[config.mk]
export PLATFORM = sky130hd
export DESIGN_NAME = jump_gen
export DESIGN_NICKNAME = d
export VERILOG_FILES = /design/src/rtl/jump_gen.sv
export SDC_FILE = /design/constraint.sdc
export NUM_CORES = 1
export LEC_CHECK = 0
export BUFFER_PORTS_ARGS = -buffer_cell sky130_fd_sc_hd__clkbuf_2
export CAP_MARGIN = 40
export CORE_MARGIN = 8
export CORE_UTILIZATION = 58
export CTS_BUF_LIST = sky130_fd_sc_hd__clkbuf_4
export CTS_CLUSTER_DIAMETER = 60
export DETAILED_ROUTE_END_ITERATION = 10
export GPL_TIMING_DRIVEN = 1
export PLACE_DENSITY = 0.8
export SLEW_MARGIN = 15
export SYNTH_ARGS = -nofsm -noshare
export SYNTH_HDL_FRONTEND = slang
export SYNTH_SLANG_ARGS = --single-unit
[constraint.sdc]
create_clock -name clk -period 2.9 [get_ports clk]
set_input_delay 0.435 -clock clk [delete_from_list [all_inputs] [get_ports clk]]
set_output_delay 0.435 -clock clk [all_outputs]
set_load 0.01 [all_outputs]
[src/rtl/jump_gen.sv]
// Debounced one-shot jump window generator with post-jump cooldown.
// Optional re-trigger in RISE enabled by defining JUMP_GEN_DOUBLE_JUMP_EN.
module jump_gen #(
    parameter int DB_LEN    = 4,
    parameter int JUMP_TIME = 40,
    parameter int COOL_TIME = 8,
    parameter int CW        = 10
) (
    input  logic       clk,
    input  logic       rst,
    input  logic       tick,
    input  logic       btn,
    input  logic       game_en,
    output logic       jump,
    output logic       busy,
    output logic [7:0] jump_cnt
);

    typedef enum logic [1:0] {
        IDLE,
        RISE,
        COOL
    } state_t;

    localparam logic [CW-1:0] J_LAST = CW'(JUMP_TIME - 1);
    localparam logic [CW-1:0] C_LAST = CW'(COOL_TIME - 1);

    logic              sync1;
    logic              sync2;
    logic [DB_LEN-1:0] sh;
    logic              btn_db;
    logic              btn_db_q;
    logic              press;

    state_t            state;
    state_t            state_n;
    logic [CW-1:0]     cnt;
    logic [CW-1:0]     cnt_n;
    logic              inc;

    always_ff @(posedge clk or posedge rst) begin
        if (rst) begin
            sync1    <= 1'b0;
            sync2    <= 1'b0;
            sh       <= '0;
            btn_db   <= 1'b0;
            btn_db_q <= 1'b0;
        end else begin
            sync1    <= btn;
            sync2    <= sync1;
            sh       <= {sh[DB_LEN-2:0], sync2};
            btn_db_q <= btn_db;
            if (&sh)
                btn_db <= 1'b1;
            else if (~|sh)
                btn_db <= 1'b0;
        end
    end

    assign press = btn_db & ~btn_db_q;

`ifdef JUMP_GEN_DOUBLE_JUMP_EN
    logic dbl;
    logic dbl_n;

    always_ff @(posedge clk or posedge rst) begin
        if (rst)
            dbl <= 1'b0;
        else
            dbl <= dbl_n;
    end
`endif

    // Priority: abort, then tick expiry, then press.
    always_comb begin
        state_n = state;
        cnt_n   = cnt;
        inc     = 1'b0;
`ifdef JUMP_GEN_DOUBLE_JUMP_EN
        dbl_n   = dbl;
`endif
        if (!game_en) begin
            state_n = IDLE;
            cnt_n   = '0;
`ifdef JUMP_GEN_DOUBLE_JUMP_EN
            dbl_n   = 1'b0;
`endif
        end else begin
            unique case (state)
                IDLE: begin
`ifdef JUMP_GEN_DOUBLE_JUMP_EN
                    dbl_n = 1'b0;
`endif
                    if (press) begin
                        state_n = RISE;
                        cnt_n   = '0;
                        inc     = 1'b1;
                    end
                end
                RISE: begin
                    if (tick && cnt == J_LAST) begin
                        state_n = COOL;
                        cnt_n   = '0;
`ifdef JUMP_GEN_DOUBLE_JUMP_EN
                    end else if (press && !dbl) begin
                        cnt_n = '0;
                        dbl_n = 1'b1;
                        inc   = 1'b1;
`endif
                    end else if (tick) begin
                        cnt_n = cnt + 1'b1;
                    end
                end
                COOL: begin
                    if (tick && cnt == C_LAST) begin
                        state_n = IDLE;
                        cnt_n   = '0;
                    end else if (tick) begin
                        cnt_n = cnt + 1'b1;
                    end
                end
                default: begin
                    state_n = IDLE;
                    cnt_n   = '0;
                end
            endcase
        end
    end

    always_ff @(posedge clk or posedge rst) begin
        if (rst) begin
            state    <= IDLE;
            cnt      <= '0;
            jump     <= 1'b0;
            busy     <= 1'b0;
            jump_cnt <= '0;
        end else begin
            state <= state_n;
            cnt   <= cnt_n;
            jump  <= (state_n == RISE);
            busy  <= (state_n != IDLE);
            if (inc && jump_cnt != 8'hFF)
                jump_cnt <= jump_cnt + 8'd1;
        end
    end

endmodule
==> qor.txt <==
Crit path max-delay family: compound AO/OA/AOI/OAI gates
Area fraction of the dominant cell type after synthesis: 0.458
Clk slew on worst S/H paths: 0.10 ns
Net Sw Frac: 0.305
Hold Vio Cnt, Final: 0
Core area: 2710 µm²
Crit path required time: 3.14 ns
Drt initial violations: 125
FF+latch count, synth: 30
Wire length per cell: 16.3 µm
Fillers: 233
R2r setup slk: 0.81 ns
DRC violations left: 0
RD Place Congestion: 0.811
Yosys warns: 0
Worst Path Arrival: 2.33 ns
Worst setup margin: 0.812 ns
Initial antenna violation count: 0
Post-synthesis sequential area ratio: 0.458
Total gr overflow: 0
Cell chain of the critical path: inv_1 > ha_1 > nor4bb_1 > a31oi_2 > nand3b_4 > o311ai_2
H-Tree Depth: 2
Synthesized netlist cell count: 148
CP Capture Type: flop
P_int: 610 µW
Initial core utilization: 0.604
Net count after synthesis: 159
Mean post-synth cell area: 11.1 µm²
Pwr dens: 493 nW/µm²
P&R area growth vs syn: 8.71%
Die footprint: 4780 µm²
PostCTS Resize Cnt: 0
CTS tree: done
RSZ-0062 raised after global routing: false
Vias in the first global route: 1288
Tmin final: 2.09 ns
GRT Total Usage: 0.143
EDFF count, synth: 0
Vias: 1225
Cell area after synthesis: 1640 µm²
Final Max Slew Viols: 0
Part of the cycle the worst path needs: 0.720
Hold crit path type: input pin to asynchronous set/reset pin
Top post-synthesis cells by area: dfrtp_1 46%, nand4_1 5.3%, ha_1 4.6%
Part of the power in the clock network: 0.277
Clock latency on the worst-skew pair: 0.33 ns
Cell taking the most area after synthesis: dfrtp_1
Async SR Flop Fraction: 1.00
Critical path depth: 6
DRT antenna net count: 0
Final nets: 177
Most used DFF post-synth: dfrtp_1
Layout Cells excl Fill: 198
Peak fanout along the critical path: 14
Setup violators final: 0
Inserted Diodes: 0
# IOs: 15
Postcts setup bufs: 0
Clock Path Buffers: 2
Die Y: 69.1 µm
Largest net degree at the start of global routing: 31
TNS Setup: 0 ns
DP Wirelength: 2.33 mm
Vias/cell: 6.19
Dpl ws: 0.826 ns
Ratio of cells with drive above 1 in the final layout: 0.222
Fin Hold WS: 0.138 ns
Setup Crit Path Kind: flop to flop
Pwr Total: 877 µW
Outcome: finished, final reports clean
Slowest-stage cell, CP: a31oi_2
Final WL: 3.23 mm
P_leak: 0.747 nW
CTS sink cnt: 30
Least-Margin Pin Slew: 0.751 ns
Distinct cells, synth: 44
Worst slew margin: 0.498
CTS Root Cell: clkbuf_4
PortBufs: 14
Slowest cell delay on critical path: 0.66 ns
Worst vdd ir: 0.527 mV
Row cnt: 19
Sw Pwr: 267 µW
Detailed-router iteration count before antenna repair: 4
Share of power burned in registers: 0.563
Reg2Reg Depth: 6
Layout Skew: 0.0179 ns
First-pass GRT wire length: 5.78 mm
Logic pwr share: 0.160
Crit path buf inv count: 1
Post-CTS Hold Buffers: 0
Startpoint Class: flop
Max Cap Violations: 0
Die span in x: 69.1 µm
Peak Freq: 479 MHz
Num CTS Buffers: 5
Inst Count DP: 190
## metal layers
layer,global-route usage,share of wire
met5,0,0
met3,0.0443,0.038
met1,0.164,0.46
met4,0.0661,0.019
met2,0.238,0.49
## synthesized netlist by cell type, types with 2 or more instances
| library cell | instances |
|---|---|
| and2_1 | 4 |
| nor2_1 | 3 |
| xnor2_1 | 6 |
| nand4_1 | 14 |
| nand3_1 | 2 |
| nor2b_1 | 2 |
| ha_1 | 6 |
| nand4b_1 | 2 |
| a31oi_1 | 5 |
| or2_2 | 2 |
| nand2b_1 | 3 |
| or3_1 | 3 |
| dfrtp_1 | 30 |
| or4_1 | 2 |
| nand2_1 | 16 |
| and3_1 | 2 |
| o311ai_2 | 4 |
| a21oi_1 | 7 |
| a31oi_2 | 2 |
| o22ai_1 | 2 |
| inv_1 | 8 |
## cell families after synthesis
family,Yosys count,synth area share
simple gates,63,0.247
flops,30,0.458
compound gates,29,0.170
buf+inv,12,0.0351
xor+xnor,7,0.0374
fa+ha+maj,6,0.0458
mux,1,0.00687
## cell usage in the layout (no fill, tap or decap), types with 2 or more instances in the layout
cell / n
nand4b_1: 2
inv_1: 8
nor2_1: 3
nand3_1: 2
dfrtp_1: 30
nand2_1: 16
ha_1: 6
clkbuf_4: 6
and2_1: 4
nand2b_1: 3
nand4_1: 14
or4_1: 2
a31oi_2: 2
and3_1: 2
clkbuf_2: 14
a21oi_1: 7
a31oi_1: 5
or2_2: 2
o311ai_2: 4
or3_1: 3
o22ai_1: 2
xnor2_1: 6
nor2b_1: 2
## through the flow
step	area [µm²]	util
6_report	1780	0.657
5_1_grt	1780	0.657
4_1_cts	1780	0.657
3_5_place_dp	1730	0.637
3_3_place_gp	1730	0.637
2_1_floorplan	1640	-
## registers in the layout, indices dropped and copies added, names as in the netlist
signal and cells:
btn_db 1, btn_db_q 1, busy 1, cnt 10, jump 1, jump_cnt 8, sh 4, state 2
sync1 1, sync2 1
## cell type report
type / instances / area (µm²) / area share
flip-flops and latches: 30 / 751 / 0.422
clock inverters: 2 / 8.76 / 0.00492
inverters: 8 / 30.0 / 0.0169
well taps: 31 / 38.8 / 0.0218
repair buffers: 15 / 77.6 / 0.0436
multi-input cells: 106 / 830 / 0.466
clock buffers: 6 / 45.0 / 0.0253
## worst reg2reg max path: stages (launching register included)
cell and delay, ns:
dfrtp_1 0.42, inv_1 0.11, ha_1 0.20, nor4bb_1 0.07
a31oi_2 0.66, nand3b_4 0.25, o311ai_2 0.30
## path summary, 6_finish.rpt
check                          from          end
max in group asynchronous       rst  jump_cnt[5]
max reg2reg                state[0]       cnt[5]
min reg2reg                   sync2        sh[0]
max                        state[0]       cnt[5]
min in group clk                btn        sync1
min                             rst        sh[3]
## power by group through the flow
stage | Combinational (mW) | Sequential (mW) | Clock, mW
3_3_place_gp | 0.139 | 0.499 | 0
5_1_grt | 0.158 | 0.499 | 0.272
6_report | 0.140 | 0.494 | 0.243
3_5_place_dp | 0.143 | 0.501 | 0
4_1_cts | 0.143 | 0.494 | 0.254
2_1_floorplan | 0.0849 | 0.506 | 0
(Power assumes the default switching activity.)
